<file path="src/rtl/bsr_tile_scheduler_if.sv">
// +----------------------------------------------------------------------------+
// | bsr_tile_scheduler_if                                                      |
// | Meta-table read channel and array/buffer beat bus of the BSR scheduler.    |
// | Rev 1.0                                                                    |
// +----------------------------------------------------------------------------+
`default_nettype none

interface bsr_tile_scheduler_if #(
  parameter int ADDR_W = 32
);
  logic              meta_ren;
  logic [ADDR_W-1:0] meta_raddr;
  logic [31:0]       meta_rdata;
  logic              meta_rvalid;
  logic              arr_ready;
  logic              wgt_rd_en;
  logic [ADDR_W-1:0] wgt_addr;
  logic              load_weight;
  logic              act_rd_en;
  logic [ADDR_W-1:0] act_addr;
  logic              pe_en;

  modport master (
    output meta_ren, meta_raddr, wgt_rd_en, wgt_addr, load_weight,
           act_rd_en, act_addr, pe_en,
    input  meta_rdata, meta_rvalid, arr_ready
  );

  modport slave (
    input  meta_ren, meta_raddr, wgt_rd_en, wgt_addr, load_weight,
           act_rd_en, act_addr, pe_en,
    output meta_rdata, meta_rvalid, arr_ready
  );
endinterface

`default_nettype wire

</file>
<file path="src/rtl/bsr_tile_scheduler.sv">
// +----------------------------------------------------------------------------+
// | bsr_tile_scheduler                                                         |
// | Block-Sparse Row walker: loads each non-zero weight block, streams M tiles.|
// | Rev 1.0                                                                    |
// +----------------------------------------------------------------------------+
`default_nettype none

module bsr_tile_scheduler #(
  parameter int M_W      = 10,
  parameter int K_W      = 12,
  parameter int ADDR_W   = 32,
  parameter int BLK      = 8,
  parameter int PTR_BASE = 0,
  parameter int COL_BASE = 128
) (
  input  wire logic           clk,
  input  wire logic           rst,
  input  wire logic           start,
  input  wire logic           abort,
  input  wire logic [M_W-1:0] MT,
  input  wire logic [K_W-1:0] KT,
  output logic                busy,
  output logic                done,
  output logic [31:0]         n_idx,
  output logic                row_err,
  output logic [31:0]         blk_cnt,
  output logic [K_W-1:0]      skip_cnt,
  bsr_tile_scheduler_if.master bus
);

  localparam int R_W = $clog2(BLK);
  localparam logic [R_W-1:0] C_R_LAST = R_W'(BLK - 1);

  typedef enum logic [3:0] {
    S_IDLE, S_PTR0, S_PTR1, S_CHECK, S_COL, S_LOAD, S_STREAM, S_NEXT_BLK, S_NEXT_K
  } state_t;

  state_t         state_q, state_d;
  logic [K_W-1:0] k_q, k_d, kt_q, kt_d, skip_cnt_q, skip_cnt_d;
  logic [M_W-1:0] m_q, m_d, mt_q, mt_d;
  logic [R_W-1:0] r_q, r_d;
  logic [31:0]    ptr_s_q, ptr_s_d, ptr_e_q, ptr_e_d, blk_ptr_q, blk_ptr_d;
  logic [31:0]    n_idx_q, n_idx_d, blk_cnt_q, blk_cnt_d;
  logic           row_err_q, row_err_d, busy_q, busy_d, done_q, done_d;

  always_ff @(posedge clk) begin
    if (rst) begin
      state_q    <= S_IDLE;
      k_q        <= '0;
      kt_q       <= '0;
      skip_cnt_q <= '0;
      m_q        <= '0;
      mt_q       <= '0;
      r_q        <= '0;
      ptr_s_q    <= '0;
      ptr_e_q    <= '0;
      blk_ptr_q  <= '0;
      n_idx_q    <= '0;
      blk_cnt_q  <= '0;
      row_err_q  <= 1'b0;
      busy_q     <= 1'b0;
      done_q     <= 1'b0;
    end else begin
      state_q    <= state_d;
      k_q        <= k_d;
      kt_q       <= kt_d;
      skip_cnt_q <= skip_cnt_d;
      m_q        <= m_d;
      mt_q       <= mt_d;
      r_q        <= r_d;
      ptr_s_q    <= ptr_s_d;
      ptr_e_q    <= ptr_e_d;
      blk_ptr_q  <= blk_ptr_d;
      n_idx_q    <= n_idx_d;
      blk_cnt_q  <= blk_cnt_d;
      row_err_q  <= row_err_d;
      busy_q     <= busy_d;
      done_q     <= done_d;
    end
  end

  always_comb begin
    state_d    = state_q;
    k_d        = k_q;
    kt_d       = kt_q;
    skip_cnt_d = skip_cnt_q;
    m_d        = m_q;
    mt_d       = mt_q;
    r_d        = r_q;
    ptr_s_d    = ptr_s_q;
    ptr_e_d    = ptr_e_q;
    blk_ptr_d  = blk_ptr_q;
    n_idx_d    = n_idx_q;
    blk_cnt_d  = blk_cnt_q;
    row_err_d  = row_err_q;
    busy_d     = busy_q;
    done_d     = 1'b0;
    case (state_q)
      S_IDLE: begin
        if (start) begin
          if (MT == '0 || KT == '0) begin
            done_d = 1'b1;
          end else begin
            busy_d     = 1'b1;
            k_d        = '0;
            mt_d       = MT;
            kt_d       = KT;
            blk_cnt_d  = '0;
            skip_cnt_d = '0;
            row_err_d  = 1'b0;
            state_d    = S_PTR0;
          end
        end
      end
      S_PTR0: begin
        if (bus.meta_rvalid) begin
          ptr_s_d = bus.meta_rdata;
          state_d = S_PTR1;
        end
      end
      S_PTR1: begin
        if (bus.meta_rvalid) begin
          ptr_e_d = bus.meta_rdata;
          state_d = S_CHECK;
        end
      end
      S_CHECK: begin
        if (ptr_e_q < ptr_s_q) begin
          row_err_d = 1'b1;
          state_d   = S_NEXT_K;
        end else if (ptr_e_q == ptr_s_q) begin
          if (skip_cnt_q != '1) skip_cnt_d = skip_cnt_q + K_W'(1);
          state_d = S_NEXT_K;
        end else begin
          blk_ptr_d = ptr_s_q;
          state_d   = S_COL;
        end
      end
      S_COL: begin
        if (bus.meta_rvalid) begin
          n_idx_d = bus.meta_rdata;
          r_d     = '0;
          state_d = S_LOAD;
        end
      end
      S_LOAD: begin
        if (bus.arr_ready) begin
          if (r_q == C_R_LAST) begin
            m_d     = '0;
            state_d = S_STREAM;
          end else begin
            r_d = r_q + R_W'(1);
          end
        end
      end
      S_STREAM: begin
        if (bus.arr_ready) begin
          if (m_q == mt_q - M_W'(1)) begin
            if (blk_cnt_q != '1) blk_cnt_d = blk_cnt_q + 32'd1;
            state_d = S_NEXT_BLK;
          end else begin
            m_d = m_q + M_W'(1);
          end
        end
      end
      S_NEXT_BLK: begin
        blk_ptr_d = blk_ptr_q + 32'd1;
        // 33-bit compare so a block pointer at all-ones cannot wrap past ptr_e
        if (({1'b0, blk_ptr_q} + 33'd1) < {1'b0, ptr_e_q}) state_d = S_COL;
        else                                                state_d = S_NEXT_K;
      end
      S_NEXT_K: begin
        if (k_q == kt_q - K_W'(1)) begin
          done_d  = 1'b1;
          busy_d  = 1'b0;
          state_d = S_IDLE;
        end else begin
          k_d     = k_q + K_W'(1);
          state_d = S_PTR0;
        end
      end
      default: state_d = S_IDLE;
    endcase
    if (abort) begin
      state_d = S_IDLE;
      busy_d  = 1'b0;
      done_d  = 1'b0;
    end
  end

  // Beat strobes and addresses decode directly from state and counters
  always_comb begin
    bus.meta_ren    = 1'b0;
    bus.meta_raddr  = '0;
    bus.wgt_rd_en   = 1'b0;
    bus.load_weight = 1'b0;
    bus.wgt_addr    = '0;
    bus.act_rd_en   = 1'b0;
    bus.pe_en       = 1'b0;
    bus.act_addr    = '0;
    case (state_q)
      S_PTR0: begin
        bus.meta_ren   = 1'b1;
        bus.meta_raddr = ADDR_W'(PTR_BASE) + ADDR_W'(k_q);
      end
      S_PTR1: begin
        bus.meta_ren   = 1'b1;
        bus.meta_raddr = ADDR_W'(PTR_BASE) + ADDR_W'(k_q) + ADDR_W'(1);
      end
      S_COL: begin
        bus.meta_ren   = 1'b1;
        bus.meta_raddr = ADDR_W'(COL_BASE) + ADDR_W'(blk_ptr_q);
      end
      S_LOAD: begin
        bus.wgt_rd_en   = bus.arr_ready;
        bus.load_weight = bus.arr_ready;
        bus.wgt_addr    = ADDR_W'(blk_ptr_q) * ADDR_W'(BLK) + ADDR_W'(r_q);
      end
      S_STREAM: begin
        bus.act_rd_en = bus.arr_ready;
        bus.pe_en     = bus.arr_ready;
        bus.act_addr  = ADDR_W'(m_q) * ADDR_W'(kt_q) + ADDR_W'(k_q);
      end
      default: ;
    endcase
  end

  assign busy     = busy_q;
  assign done     = done_q;
  assign n_idx    = n_idx_q;
  assign row_err  = row_err_q;
  assign blk_cnt  = blk_cnt_q;
  assign skip_cnt = skip_cnt_q;

endmodule

`default_nettype wire

</file>
<file path="src/flat_wrapper.sv">
// flat-port wrapper written by rule: the top's interface ports become plain ports
module bsr_tile_scheduler_flat 
#(
  parameter int M_W      = 10,
  parameter int K_W      = 12,
  parameter int ADDR_W   = 32,
  parameter int BLK      = 8,
  parameter int PTR_BASE = 0,
  parameter int COL_BASE = 128
)
  (clk, rst, start, abort, MT, KT, busy, done, n_idx, row_err, blk_cnt, skip_cnt, bus_meta_ren, bus_meta_raddr, bus_wgt_rd_en, bus_wgt_addr, bus_load_weight, bus_act_rd_en, bus_act_addr, bus_pe_en, bus_meta_rdata, bus_meta_rvalid, bus_arr_ready);
  bsr_tile_scheduler_if #(.ADDR_W(ADDR_W)) bus_i ();
  input  wire logic clk;
  input  wire logic rst;
  input  wire logic start;
  input  wire logic abort;
  input  wire logic [M_W-1:0] MT;
  input  wire logic [K_W-1:0] KT;
  output logic busy;
  output logic done;
  output logic [31:0] n_idx;
  output logic row_err;
  output logic [31:0] blk_cnt;
  output logic [K_W-1:0] skip_cnt;
  output wire logic [$bits(bus_i.meta_ren)-1:0] bus_meta_ren;
  output wire logic [$bits(bus_i.meta_raddr)-1:0] bus_meta_raddr;
  output wire logic [$bits(bus_i.wgt_rd_en)-1:0] bus_wgt_rd_en;
  output wire logic [$bits(bus_i.wgt_addr)-1:0] bus_wgt_addr;
  output wire logic [$bits(bus_i.load_weight)-1:0] bus_load_weight;
  output wire logic [$bits(bus_i.act_rd_en)-1:0] bus_act_rd_en;
  output wire logic [$bits(bus_i.act_addr)-1:0] bus_act_addr;
  output wire logic [$bits(bus_i.pe_en)-1:0] bus_pe_en;
  input wire logic [$bits(bus_i.meta_rdata)-1:0] bus_meta_rdata;
  input wire logic [$bits(bus_i.meta_rvalid)-1:0] bus_meta_rvalid;
  input wire logic [$bits(bus_i.arr_ready)-1:0] bus_arr_ready;
  assign bus_meta_ren = bus_i.meta_ren;
  assign bus_meta_raddr = bus_i.meta_raddr;
  assign bus_wgt_rd_en = bus_i.wgt_rd_en;
  assign bus_wgt_addr = bus_i.wgt_addr;
  assign bus_load_weight = bus_i.load_weight;
  assign bus_act_rd_en = bus_i.act_rd_en;
  assign bus_act_addr = bus_i.act_addr;
  assign bus_pe_en = bus_i.pe_en;
  assign bus_i.meta_rdata = bus_meta_rdata;
  assign bus_i.meta_rvalid = bus_meta_rvalid;
  assign bus_i.arr_ready = bus_arr_ready;
  bsr_tile_scheduler #(.M_W(M_W), .K_W(K_W), .ADDR_W(ADDR_W), .BLK(BLK), .PTR_BASE(PTR_BASE), .COL_BASE(COL_BASE)) u_core (.clk(clk), .rst(rst), .start(start), .abort(abort), .MT(MT), .KT(KT), .busy(busy), .done(done), .n_idx(n_idx), .row_err(row_err), .blk_cnt(blk_cnt), .skip_cnt(skip_cnt), .bus(bus_i));
endmodule
</file>
<file path="config.mk">
export PLATFORM = sky130hd
export DESIGN_NAME = bsr_tile_scheduler_flat
export DESIGN_NICKNAME = d
export VERILOG_FILES = /design/src/rtl/bsr_tile_scheduler_if.sv /design/src/rtl/bsr_tile_scheduler.sv /design/src/flat_wrapper.sv
export SDC_FILE = /design/constraint.sdc
export NUM_CORES = 1
export LEC_CHECK = 0
export ABC_AREA = 1
export BUFFER_PORTS_ARGS = -buffer_cell sky130_fd_sc_hd__buf_2
export CAP_MARGIN = 20
export CORE_MARGIN = 1
export CORE_UTILIZATION = 55
export CTS_CLUSTER_DIAMETER = 40
export DETAILED_ROUTE_END_ITERATION = 7
export GPL_TIMING_DRIVEN = 0
export PLACE_DENSITY = 0.76
export RECOVER_POWER = 100
export SLEW_MARGIN = 0
export SYNTH_ARGS = -nofsm -noshare
export SYNTH_HDL_FRONTEND = slang
export SYNTH_SLANG_ARGS = --single-unit
</file>
<file path="constraint.sdc">
create_clock -name clk -period 15.2 [get_ports clk]
set_input_delay 2.28 -clock clk [delete_from_list [all_inputs] [get_ports clk]]
set_output_delay 2.28 -clock clk [all_outputs]
set_load 0.1 [all_outputs]
</file>
* After elaboration in Yosys (flattened, before gate mapping)
Index checks and enable logic that the tools add are counted.
Widths: inputs -> output; s select.
** Word-level totals
- Output and inout port bits :: 180
- RAM bits :: 0
- Bits in read-only memories :: 0
- Word-level logic and storage cells :: 148
- Flip-flop bits (word level) :: 226
- Latch bits :: 0
- Memories kept :: 0
** Operators by class
- Mux-type cells :: 58
- Add/sub/neg operators :: 13
- Shift-type cells :: 0
- Magnitude comparators :: 2
- Reduce and logical (&&, ||, !) cells :: 25
- Bitwise operators :: 1
- Div/mod/pow operators :: 0
- Eq/ne operators :: 33
- Multiply operators :: 1
** Operators by type and width (count)
- $mux 32 :: 9
- $pmux 32 s2 :: 2
- $pmux 32 s3 :: 1
- $mux 12 :: 6
- $add 32x1->32 const B :: 2
- $mux 4 :: 12
- $pmux 12 s2 :: 2
- $mux 10 :: 4
- $pmux 4 s9 :: 1
- $add 32x1->33 const B :: 1
- $lt 33x32->1 :: 1
- $add 32x3->32 :: 1
- $add 8x32->32 const A :: 1
- $eq 32x32->1 :: 1
- $lt 32x32->1 :: 1
- $ne 32x32->1 const B :: 1
- $add 12x1->12 const B :: 2
- $ne 2x2->1 const B :: 12
- $add 22x12->23 :: 1
- $mul 10x12->22 :: 1
- $pmux 10 s2 :: 1
- $eq 4x3->1 const B :: 4
- $reduce_and 4->1 :: 4
- $ne 2x1->1 const B :: 7
- other kinds (29) :: 55

* Longest topological paths before layout
- Depth after elaboration :: 5
- Depth in mapped cells :: 24
- Gate-level depth less buffers :: 22

* Worst setup path before layout
No wires, ideal clock.
- Path type :: reg2out
- Start :: register u_core.m_q[3]
- End :: output bus_act_addr[19]
- Setup slack :: 6.630 ns
- Cell stages (with the launch flop) :: 23
- Arrival time :: 6.290 ns
- Required time :: 12.920 ns
- Cells stage by stage :: dfxtp_1 -> clkbuf_1 -> clkbuf_1 -> nand2_1 -> fa_1 -> inv_1 -> fa_1 -> inv_1 -> fa_1 -> inv_1 -> fa_1 -> inv_1 -> fa_1 -> inv_1 -> ha_1 -> nand2_1 -> o21ai_0 -> a21oi_1 -> o21ai_0 -> nand2_1 -> nand2_1 -> o21ai_0 -> a21oi_1
** On the way
- Word-level cells in the longest chain between the ends :: 3
** RTL lines
- start: declaration :: RTL line bsr_tile_scheduler.sv:40 : logic [M_W-1:0] m_q, m_d, mt_q, mt_d;
- start signal: assignment :: RTL line bsr_tile_scheduler.sv:68 : m_q <= m_d;
- $mul 10x12->22 :: RTL line bsr_tile_scheduler.sv:222 : bus.act_addr = ADDR_W'(m_q) * ADDR_W'(kt_q) + ADDR_W'(k_q);
- $add 22x12->23 :: RTL line bsr_tile_scheduler.sv:222
- $mux 32 :: RTL line bsr_tile_scheduler.sv:201 : case (state_q)
- end: declaration :: RTL line flat_wrapper.sv:31 : output wire logic [$bits(bus_i.act_addr)-1:0] bus_act_addr;
No other way between the ends.

* Worst setup path in the final report
Ends and elaborated chain as after synthesis.

==> out/results.tsv <==
stage	metric	value	unit
yosys	synth-compound-area-share	12.88	%
cts	cts_made_buffers	40	
global_routing	track_usage	36.02	%
timing	hold_viol_final	0	
floorplanning	fp.dieW	188.3	um
global_routing	overflow	0	
global_routing	antenna_found_initial	4	
yosys	avgSynthCellArea	6.668	um2
timing	rsz0062_at_grt	false	
flow_run	maxCapViolCount	0	
cts	post_cts_resized	0	
cts	hold_buffers	0	
critical_path	cp_cell_sequence	clkbuf_1, clkbuf_1, nand2_1, fa_1, inv_1, fa_1, inv_1, fa_1, inv_1, fa_1, inv_1, fa_1, inv_1, ha_1, nand2_1, o21ai_0, a21oi_1, o21ai_0, nand2_1, nand2_1, o21ai_0, a21oi_1, clkbuf_1	
power_and_ir_drop	pwr-share-comb	15.2	%
cts	post-cts-setup-buffer-count	0	
drt	vias	20180	
power_and_ir_drop	p_total	1.810	mW
cts	numClockSinks	226	
yosys	ys_warn_count	0	
critical_path	arrival	7130	ps
yosys	ys_seq_area_share	23.69	%
placed_design	port_buffers	228	
floorplanning	initial_core_util	56.39	%
power_and_ir_drop	p_per_area	82.53	nW/um2
critical_path	slowest_stage	clkbuf_1	
yosys	synth_area	19100	um2
yosys	netlist_instances	2864	
timing	finalCritPeriodShare	61.93	%
yosys	synthAdderAreaFrac	18.45	%
cts	cts_max_path_buffers	3	
timing	clock.fmax	0.1062	GHz
critical_path	worst_setup_path_start_kind	register	
yosys	yosys.area_share.simple	28.39	%
power_and_ir_drop	clock_power_share	49.9	%
yosys	yosys.area.top_type	dfxtp_1	
layout	finish.net_count	3429	
power_and_ir_drop	peakVddDrop	0.0001121	V
critical_path	cp_num_buf_inv	8	
yosys	muxShareOfSynthArea	0	%
cts	cts_tree	built	
timing	period_needed	9413	ps
yosys	synth_top_family_by_area	simple AND/OR/NAND/NOR gates	
yosys	synth.area.top_cells	dfxtp_1 (24%), nand2_1 (12%), fa_1 (9.5%), ha_1 (8.9%), inv_1 (8.0%)	
power_and_ir_drop	pwr-share-seq	34.9	%
yosys	yosysTopAreaCellShare	23.69	%
timing	max_slew.worst_pin.slew	1344	ps
drt	routed_wirelength	64340	um
yosys	synth-seq-cells	226	
timing	setup_tns	0	ps
drt	drc_errors	0	
critical_path	critPathKind	reg -> out	
critical_path	cp_top_family	adder cells	
floorplanning	num_io_pins	240	
timing	relSlewSlack	10.81	%
global_routing	grt_first_pass_wirelength	101400	um
floorplanning	dieArea	35470	um2
cts	htreeDepth	2	
yosys	yosysUniqueCellTypes	52	
drt	first_pass_iters	6	
drt	viasPerCell	5.565	
timing	slew_violations	0	
placed_design	place_congestion	1.018	
timing	setup_viol	0	
power_and_ir_drop	swShare	31.14	%
hold_path	hold_class	reg -> reg	
status	status	finished, final reports clean	
cts	insertion_delay	580	ps
floorplanning	rows	67	
global_routing	grt_pass1_vias	19100	
critical_path	path_max_fanout	10	
global_routing	grt_max_degree	13	
floorplanning	die_h	188.3	um
yosys	synthXorXnorAreaFrac	4.900	%
drt	ant_nets	0	
placed_design	hpwl	50730	um
power_and_ir_drop	p_leak	10.06	nW
cts	path_clk_slew	60	ps
critical_path	cp.required	12920	ps
drt	drtIter0Drc	1729	
layout	area_growth	14.81	%
drt	wire_per_inst	17.74	um
power_and_ir_drop	p_int	1.246	mW
layout	drive_above_1_share	6.870	%
cts	clockRootBuffer	clkbuf_16	
floorplanning	coreArea	33870	um2
timing	finClkSkew	25.48	ps
critical_path	cp-end-kind	output pin	
power_and_ir_drop	power.switching	0.5635	mW
critical_path	crit_path_max_incr_delay	870	ps
worst min-delay path, cell delays in order (launching register included):
cell and delay (ps):
dfxtp_1 310, nand2_1 60, a21oi_1 50
kinds of logic after synthesis:
| kind of cell | count (synthesis) |
|---|---|
| AOI/OAI and AO/OA | 469 |
| xor gates and xnor gates | 106 |
| DFF | 226 |
| adders and majority gates | 227 |
| other | 1 |
| buffers and inverters | 562 |
| and+or+nand+nor | 1273 |
cell usage in the layout (no fill, tap or decap), drive strengths merged:
master  instances
a21o            3
a21oi         261
a22oi           1
a31oi           7
and2            2
and3            1
and3b           1
buf            97
bufinv          2
clkbuf        318
clkinv         16
conb            9
dfxtp         226
diode           5
fa             91
ha            136
inv           430
nand2         628
nand3         170
nand3b          4
nand4          35
nor2          359
nor2b           1
nor3           51
nor3b           5
nor4           12
o211a           1
o211ai          2
o21a            6
o21ai         169
o21bai          5
o221ai         12
o22ai           1
o31ai           1
or2             4
xnor2          27
xor2           79
through the flow:
step | setup slack (ps) | area (um2) | hold slack [ps] | utilization (%) | std cells
after floorplan | 6630 | 19130 | 442.6 | - | 2872
after global routing | 5311 | 21920 | 488.5 | 64.73 | 3625
after detailed placement | 6868 | 20830 | 450.0 | 61.50 | 3548
after CTS | 6253 | 22170 | 463.7 | 65.47 | 3621
final | 5787 | 21930 | 464.1 | 64.74 | 3626
after global placement | 6887 | 20830 | 446.5 | 61.50 | 3548
metal layers:
layer	global-route usage (%)	vias up	wire [um]
met5	0	-	0
met4	18.27	0	3308
met3	6.221	193	4976
met2	58.39	927	29230
met1	46.11	9394	26830
li1	-	9666	-
cell type report:
class                      instances  area (um2)
antenna                            5       12.51
buffer                           139       611.8
clock buffer                      48        1091
clock inverter                    25       252.7
fill                            3183       11940
inverter                         423        1588
multi-input combinational       2084       12360
sequential                       226        4524
tap                              448       560.5
timing repair buffer             228       928.4
power groups by stage:
stage | combinational (mW) | clock, mW | sequential [mW]
after floorplan | 0.190 | 0 | 0.641
after global placement | 0.265 | 0 | 0.642
after detailed placement | 0.271 | 0 | 0.642
after CTS | 0.273 | 0.908 | 0.630
after global routing | 0.303 | 0.936 | 0.633
final | 0.275 | 0.904 | 0.631
cell usage after synthesis, drive strengths merged:
cell type / count
buf: 50
a22oi: 1
o21bai: 5
and3: 1
clkinv: 2
fa: 91
o22ai: 1
xor2: 79
a21o: 3
nand3: 170
o21a: 6
or2: 4
nor4: 12
nand2: 628
nand3b: 4
o221ai: 12
and2: 2
nor3b: 5
o31ai: 1
nor3: 51
dfxtp: 226
a21oi: 261
o21ai: 169
xnor2: 27
clkbuf: 89
nand4: 35
nor2b: 1
o211a: 1
conb: 1
and3b: 1
ha: 136
inv: 421
o211ai: 2
a31oi: 7
nor2: 359
path summary, 6_finish.rpt:
path                                         start                        endpoint  slack [ps]  cells after the start
setup / recovery        u_core.m_q[3]$_SDFFE_PP0P_                bus_act_addr[19]        5790                     23
setup reg to reg  u_core.blk_ptr_q[0]$_SDFFE_PP0P_  u_core.state_q[2]$_SDFFE_PP0P_       11440                     21
hold / removal       u_core.n_idx[15]$_SDFFE_PP0P_   u_core.n_idx[15]$_SDFFE_PP0P_         460                      2
hold reg to reg      u_core.n_idx[15]$_SDFFE_PP0P_   u_core.n_idx[15]$_SDFFE_PP0P_         460                      2
state kept, by name (all words and copies together), names as in the netlist:
name	count
u_core.blk_cnt	32
u_core.blk_ptr_q	32
u_core.busy	1
u_core.done	1
u_core.k_q	12
u_core.kt_q	12
u_core.m_q	10
u_core.mt_q	10
u_core.n_idx	32
u_core.ptr_e_q	32
u_core.ptr_s_q	32
u_core.r_q	3
u_core.row_err	1
u_core.skip_cnt	12
u_core.state_q	4
No activity file was read; power rests on OpenSTA's default activity.
